==> src/rtl/game_sequencer.sv <==
// game_sequencer: turn controller for the mastermind game.
// It latches the secret code and gates guess submission. It strobes history
// writes and feedback evaluation, and counts turns. It decides win or lose,
// holds the end-of-game display, then clears history for a new game.
module game_sequencer #(
    parameter int MAX_TURNS  = 8,
    parameter int HOLD_TICKS = 5,
    parameter int CODE_W     = 12
) (
    input  logic              clk,
    input  logic              rst_n,
    input  logic              btn_select,
    input  logic              mode,
    input  logic              tick,
    input  logic              code_valid,
    input  logic [CODE_W-1:0] code_in,
    input  logic [CODE_W-1:0] guess_in,
    input  logic              eval_done,
    input  logic [2:0]        exact_cnt,
    input  logic [2:0]        partial_cnt,
    output logic              guess_enable,
    output logic              hist_wr,
    output logic              hist_clr,
    output logic [2:0]        turn,
    output logic              eval_start,
    output logic [CODE_W-1:0] eval_code,
    output logic [CODE_W-1:0] eval_guess,
    output logic              game_over,
    output logic              win,
    output logic [2:0]        state_dbg
);

    localparam int HOLD_W = $clog2(HOLD_TICKS + 1);

    typedef enum logic [2:0] {
        SEED  = 3'd0,
        PLAY  = 3'd1,
        EVAL  = 3'd2,
        WIN   = 3'd3,
        LOSE  = 3'd4,
        CLEAR = 3'd5
    } state_e;

    state_e              state_q, state_d;
    logic                sel_q;
    logic [2:0]          turn_q, turn_d;
    logic [HOLD_W-1:0]   hold_q, hold_d;
    logic [CODE_W-1:0]   code_q, code_d;
    logic [CODE_W-1:0]   guess_q, guess_d;
    logic                submit;
    logic                sel_rise;
    logic                hist_wr_q, hist_clr_q, eval_start_q;
    logic                guess_en_q, game_over_q, win_q;

    // Feedback counts other than exact are not used for decisions.
    logic                unused_partial;
    assign unused_partial = ^partial_cnt;

    assign sel_rise = btn_select & ~sel_q;

    // Next-state, turn, hold-timer and latch decisions.
    always_comb begin
        // NOTE: every comb output gets a default first so no path infers a latch.
        state_d = state_q;
        turn_d  = turn_q;
        hold_d  = hold_q;
        code_d  = code_q;
        guess_d = guess_q;
        submit  = 1'b0;
        unique case (state_q)
            SEED: begin
                if (code_valid) begin
                    code_d  = code_in;
                    state_d = PLAY;
                end
            end
            PLAY: begin
                if (sel_rise && !mode) begin
                    submit  = 1'b1;
                    guess_d = guess_in;
                    state_d = EVAL;
                end
            end
            EVAL: begin
                if (eval_done) begin
                    hold_d = '0;
                    if (exact_cnt == 3'd4) begin
                        state_d = WIN;
                    end else if (turn_q == 3'(MAX_TURNS - 1)) begin
                        state_d = LOSE;
                    end else begin
                        turn_d  = turn_q + 3'd1;
                        state_d = PLAY;
                    end
                end
            end
            WIN, LOSE: begin
                if (sel_rise || (tick && hold_q == HOLD_W'(HOLD_TICKS - 1))) begin
                    state_d = CLEAR;
                end else if (tick) begin
                    hold_d = hold_q + 1'b1;
                end
            end
            CLEAR: begin
                turn_d  = '0;
                state_d = SEED;
            end
            default: state_d = SEED;
        endcase
    end

    // State, datapath latches and registered outputs.
    always_ff @(posedge clk or negedge rst_n) begin
        if (!rst_n) begin
            state_q      <= SEED;
            // Treat select as already pressed so a held button cannot submit.
            sel_q        <= 1'b1;
            turn_q       <= '0;
            hold_q       <= '0;
            code_q       <= '0;
            guess_q      <= '0;
            hist_wr_q    <= 1'b0;
            hist_clr_q   <= 1'b0;
            eval_start_q <= 1'b0;
            guess_en_q   <= 1'b0;
            game_over_q  <= 1'b0;
            win_q        <= 1'b0;
        end else begin
            // NOTE: non-blocking assignments keep every register sampling pre-edge values.
            state_q      <= state_d;
            sel_q        <= btn_select;
            turn_q       <= turn_d;
            hold_q       <= hold_d;
            code_q       <= code_d;
            guess_q      <= guess_d;
            hist_wr_q    <= submit;
            eval_start_q <= submit;
            hist_clr_q   <= (state_d == CLEAR);
            guess_en_q   <= (state_d == PLAY);
            game_over_q  <= (state_d == WIN) || (state_d == LOSE);
            win_q        <= (state_d == WIN);
        end
    end

    assign guess_enable = guess_en_q;
    assign hist_wr      = hist_wr_q;
    assign hist_clr     = hist_clr_q;
    assign turn         = turn_q;
    assign eval_start   = eval_start_q;
    assign eval_code    = code_q;
    assign eval_guess   = guess_q;
    assign game_over    = game_over_q;
    assign win          = win_q;
    assign state_dbg    = state_q;

endmodule

==> config.mk <==
export PLATFORM = sky130hd
export DESIGN_NAME = game_sequencer
export DESIGN_NICKNAME = d
export VERILOG_FILES = /design/src/rtl/game_sequencer.sv
export SDC_FILE = /design/constraint.sdc
export NUM_CORES = 1
export LEC_CHECK = 0
export ABC_CLOCK_PERIOD_IN_PS = 2170
export BUFFER_PORTS_ARGS = -buffer_cell sky130_fd_sc_hd__buf_4
export CAP_MARGIN = 5
export CORE_ASPECT_RATIO = 1.2
export CORE_MARGIN = 3
export CORE_UTILIZATION = 40
export CTS_BUF_LIST = sky130_fd_sc_hd__clkbuf_2 sky130_fd_sc_hd__clkbuf_4 sky130_fd_sc_hd__clkbuf_8
export CTS_CLUSTER_SIZE = 25
export DETAILED_ROUTE_END_ITERATION = 8
export PLACE_DENSITY = 0.69
export SLEW_MARGIN = 10
export SYNTH_ARGS = -nofsm -noshare
export SYNTH_HDL_FRONTEND = slang
export SYNTH_SLANG_ARGS = --single-unit
==> constraint.sdc <==
create_clock -name clk -period 2.17 [get_ports clk]
set_clock_uncertainty 0.05 [all_clocks]
set_input_delay 0.217 -clock clk [delete_from_list [all_inputs] [get_ports clk]]
set_output_delay 0.217 -clock clk [all_outputs]
set_load 0.01 [all_outputs]
# After elaboration in Yosys (flattened, before gate mapping)
# Cells that the tools add are included.
# word_totals
elab_cells	62
rom_bits	0
in_bits	37
mem_bits_rw	0
reg_bits	39
memories	0
output_inout_bits	36
latch_bits	0
# classes
n_shift	0
addsub	2
order_cmp	0
n_div	0
reduce_logical	13
multipliers	0
mux	17
n_eq_ne	17
bitwise	2
# ops
op	count
3-bit two-way mux	12
3-bit == test (second input constant)	7
3-bit case mux with 2 select lines	2
3-bit case mux with 4 select lines	1
2-bit inequality test (second input constant)	5
3-bit by 2-bit == test with 1-bit output (second input constant)	3
4-bit AND reduction	2
3-bit by 1-bit adder with 3-bit output (second input constant)	2
3-bit by 1-bit == test with 1-bit output (second input constant)	2
2-bit AND reduction	2
2-bit nonzero test	2
3-bit zero test	1
1-bit logical AND	2
1-bit logical OR	2
1-bit two-way mux	2
2-bit OR reduction	1
1-bit bitwise AND	1
1-bit zero test	1
1-bit inverter	1

# Longest topological paths before layout
# depth
ltp_word	7
mapped_depth	7
ltp_nobuf	7

# Worst setup path after synthesis
# Ideal clock, no wire load.
# synth_path
path_type	reg2reg
from	register state_q[0] (netlist: state_dbg[0])
to	register guess_q[0] (netlist: eval_guess[0])
arrival_ns	1.627
period_less_slack_ns	1.801
setup_slack_ns	0.369
path_stages_with_launch	5
path_buffers	1
required_time_ns	1.995
setup_time_ns	0.125
path_cell_list	dfrtp_1 -> or3b_1 -> nor3_4 -> buf_4 -> mux2_2
# synth_between
elab_chain_len	2
# synth_rtl
element	line	text
from (decl)	44	state_e state_q, state_d;
from (signal assigned)	130	state_q <= state_d;
3-bit by 1-bit == test with 1-bit output	70	unique case (state_q)
2-bit AND reduction (no source line)	--	
to (signal assigned)	135	guess_q <= guess_d;
to (decl)	49	logic [CODE_W-1:0] guess_q, guess_d;
# No other way between the ends.
# A chain may end at the register's enable or synchronous reset.

# Worst setup path after layout
# layout_path
from	register state_q[2] (netlist: state_dbg[2])
to	register hold_q[2]
# layout_between
elab_chain_len	4
word_cells_on_any_way	10
classes_between	eq/ne: 6; mux: 1; reduce/logical: 3
# layout_rtl
element	line	text
3-bit by 2-bit == test with 1-bit output / 3-bit == test (equally long branches)	70	
2-bit OR reduction	70	
2-bit inequality test (no source line) / 2-bit nonzero test (equally long branches)	--	
4-bit AND reduction (no source line)	--	
to (signal assigned)	133	hold_q <= hold_d;
to (decl)	47	logic [HOLD_W-1:0] hold_q, hold_d;
# Parallel ways exist; a longest one is shown, timed or not.

==> results.ini <==
[power]
ir_drop_uv = 556
p_leak_nw = 1.17
cellPowerDensity_nw_per_um2 = 1330

[sta]
fin_tns_setup_ns = 0
timing.final.crit_share = 0.859
rsz0062_at_grt = no
layout_setup_ws_ns = 0.307
max_freq_mhz = 537
timing.final.setup_violations = 0
drv_slew = 0
period_needed_ns = 1.86
worst_pin_slew_ns = 0.547
hold_viol = 0
relSlewSlack = 0.633

[floorplan]
die_area_sq_um = 4950
start_util = 0.417
io-pin-count = 73
die_w_um = 64.7
rows = 25
die_h_um = 76.5
coreArea_sq_um = 3970

[yosys]
synth.area.mux_share = 0.181
yosys.area_share.simple = 0.120
synth_top_family_by_area = multiplexers
synthTopCellsByArea = dfrtp_1, mux2_2, ha_1
synthCells = 122
synth_xor_area_frac = 0.00529
ys_seq_area_frac = 0.590
post-synth-top-count-cell = dfrtp_1
synth_compound_area_frac = 0.0431
syn_area_sq_um = 1660
synth_cell_types = 33
synthArstFlopShare = 1.00
synth_top_area_share = 0.574
synth.avg_cell_area_sq_um = 13.6
synth-edff-count = 0
synthTopCellsByCount = dfrtp_1, mux2_2, inv_1
synth_adder_area_share = 0.0302
ys.flop_type = dfrtp_1
postSynthRegisterBits = 39
ys_warn_count = 0
syn_nets = 163
synth_top_cell_by_area = dfrtp_1

[critical_path]
crit_slowest_cell = dfrtp_1
crit_type = reg -> reg
cp.arrival_ns = 2.01
startpoint_type = flop
slowest_delay_ns = 0.52
worst-path-max-fanout = 9
r2r_slack_ns = 0.31
worstPathRequired_ns = 2.31
crit_path_end_kind = flop
crit_chain = nor3b_1, o2111ai_1, or3_1, a21boi_0

[placed_design]
gp_congestion = 0.816
dpl_cell_area_sq_um = 2240
port_buffers = 69
place.detailed.hpwl_um = 2770
pre_cts_ws_ns = 0.330
dp_cells = 245

[min_path]
hp-class = in -> reg

[drt]
avgViaCountPerCell = 4.84
drc_errors = 0
drt-initial-drc-count = 58
post_drt_wl_per_cell_um = 14.1
vias = 1234
ant_nets = 0
dr.pass1.iters = 4
wl_um = 3600

[layout]
register_area_sq_um = 977
syn2layout_area_growth_pct = 43.5
multi_input_area_sq_um = 629
drive_gt1_frac = 0.542
n_antenna_cell = 0
fill_cells = 343
fin_nets = 241
stdcell_area_sq_um = 2380
fin_cells = 255

[grt]
grt_pass1_vias = 1276
grtUsageTotal = 0.163
antenna_found_initial = 0
grt_max_degree = 40
grt_overflow = 0
grt_pass1_wl_um = 6190

[clocking]
postCtsSetupBuffers = 0
cts_tree = done
clk_pin_slew_worst_paths_ns = 0.08
clk_path_buf_depth = 2
clock_latency_ns = 0.29
clkSinkCount = 39
root_buffer = clkbuf_8
numCtsBuffers = 5
h-tree-depth = 2

[job]
drv_cap = 0

[run_status]
status = finished, final reports clean

critical path, delay by kind of cell (launching register included):
family             cells  cell delay, ns
AOI/OAI and AO/OA      2            0.47
and+or+nand+nor        2            0.74
DFF                    1            0.52
final timing paths:
kind                                                 from                   endpoint  depth (start not counted)
worst max-delay path               state_dbg[2]$_DFF_PN0_      hold_q[2]$_DFFE_PN0P_                          4
worst min-delay path                          guess_in[2]  eval_guess[2]$_DFFE_PN0P_                          2
worst max register to register     state_dbg[2]$_DFF_PN0_      hold_q[2]$_DFFE_PN0P_                          4
worst min register to register  eval_guess[9]$_DFFE_PN0P_  eval_guess[9]$_DFFE_PN0P_                          1
max in group asynchronous                           rst_n            sel_q$_DFF_PN1_                          2
min in group asynchronous                           rst_n      hold_q[0]$_DFFE_PN0P_                          2
routing by layer:
metal,up-vias,track usage,part of all wire
met5,-,0,0
met4,0,0.0634,0.018
met3,7,0.0472,0.061
met2,36,0.273,0.54
met1,604,0.193,0.39
li1,587,-,-
logic make-up (layout without fill, tap and decap cells):
kind of cell	Yosys count	count (layout)
buffers and inverters	11	90
DFF	39	39
muxes	27	27
and+or+nand+nor	29	29
adders and majority gates	4	4
AOI/OAI and AO/OA	11	11
xor gates and xnor gates	1	1
repair_timing:
item,CTS,global route
endpoints found under the setup margin,0,0
hold buffers,2,0
endpoints found under the hold margin,39,0
resized for setup,0,0
per-stage QoR:
stage	hold WS (ns)	utilization	total power, W
after global routing	0.0950	0.598	0.00338
after detailed placement	0.166	0.565	0.00260
after CTS	0.0949	0.598	0.00321
after floorplan	-0.129	-	0.00190
final	0.107	0.598	0.00315
after global placement	0.149	0.565	0.00254
placed cells by master, fill, tap and decap left out, types with 2 or more instances in the layout:
master,count
a21oi_1,2
and3b_1,2
buf_4,72
clkbuf_8,5
dfrtp_1,38
dlygate4sd3_1,2
ha_1,4
inv_1,8
mux2_2,24
mux2i_1,3
nand3_1,2
nor2_1,7
nor2b_1,2
nor3_1,3
nor3b_1,2
o21ai_0,4
power breakdown:
| part | switching (W) | internal [W] | total (W) | leakage [nW] |
|---|---|---|---|---|
| logic | 0.000548 | 0.000762 | 0.00131 | 0.631 |
| clock network | 0.000248 | 0.000342 | 0.000590 | 0.0581 |
| registers | 0.000204 | 0.00105 | 0.00125 | 0.481 |
registers in the layout, summed over array words and instances (netlist names):
register      flops
eval_code        12
eval_guess       12
hold_q            3
state_dbg         3
turn              3
eval_start        1
game_over         1
guess_enable      1
hist_clr          1
sel_q             1
win               1
layout make-up:
type | count | share of cell area
tap | 54 | 0.0284
clock buffer | 5 | 0.0289
clock inverter | 3 | 0.0184
multi-input combinational | 72 | 0.265
inverter | 8 | 0.0126
timing repair buffer | 74 | 0.236
sequential | 39 | 0.411
Power figures use the tool's default switching activity.
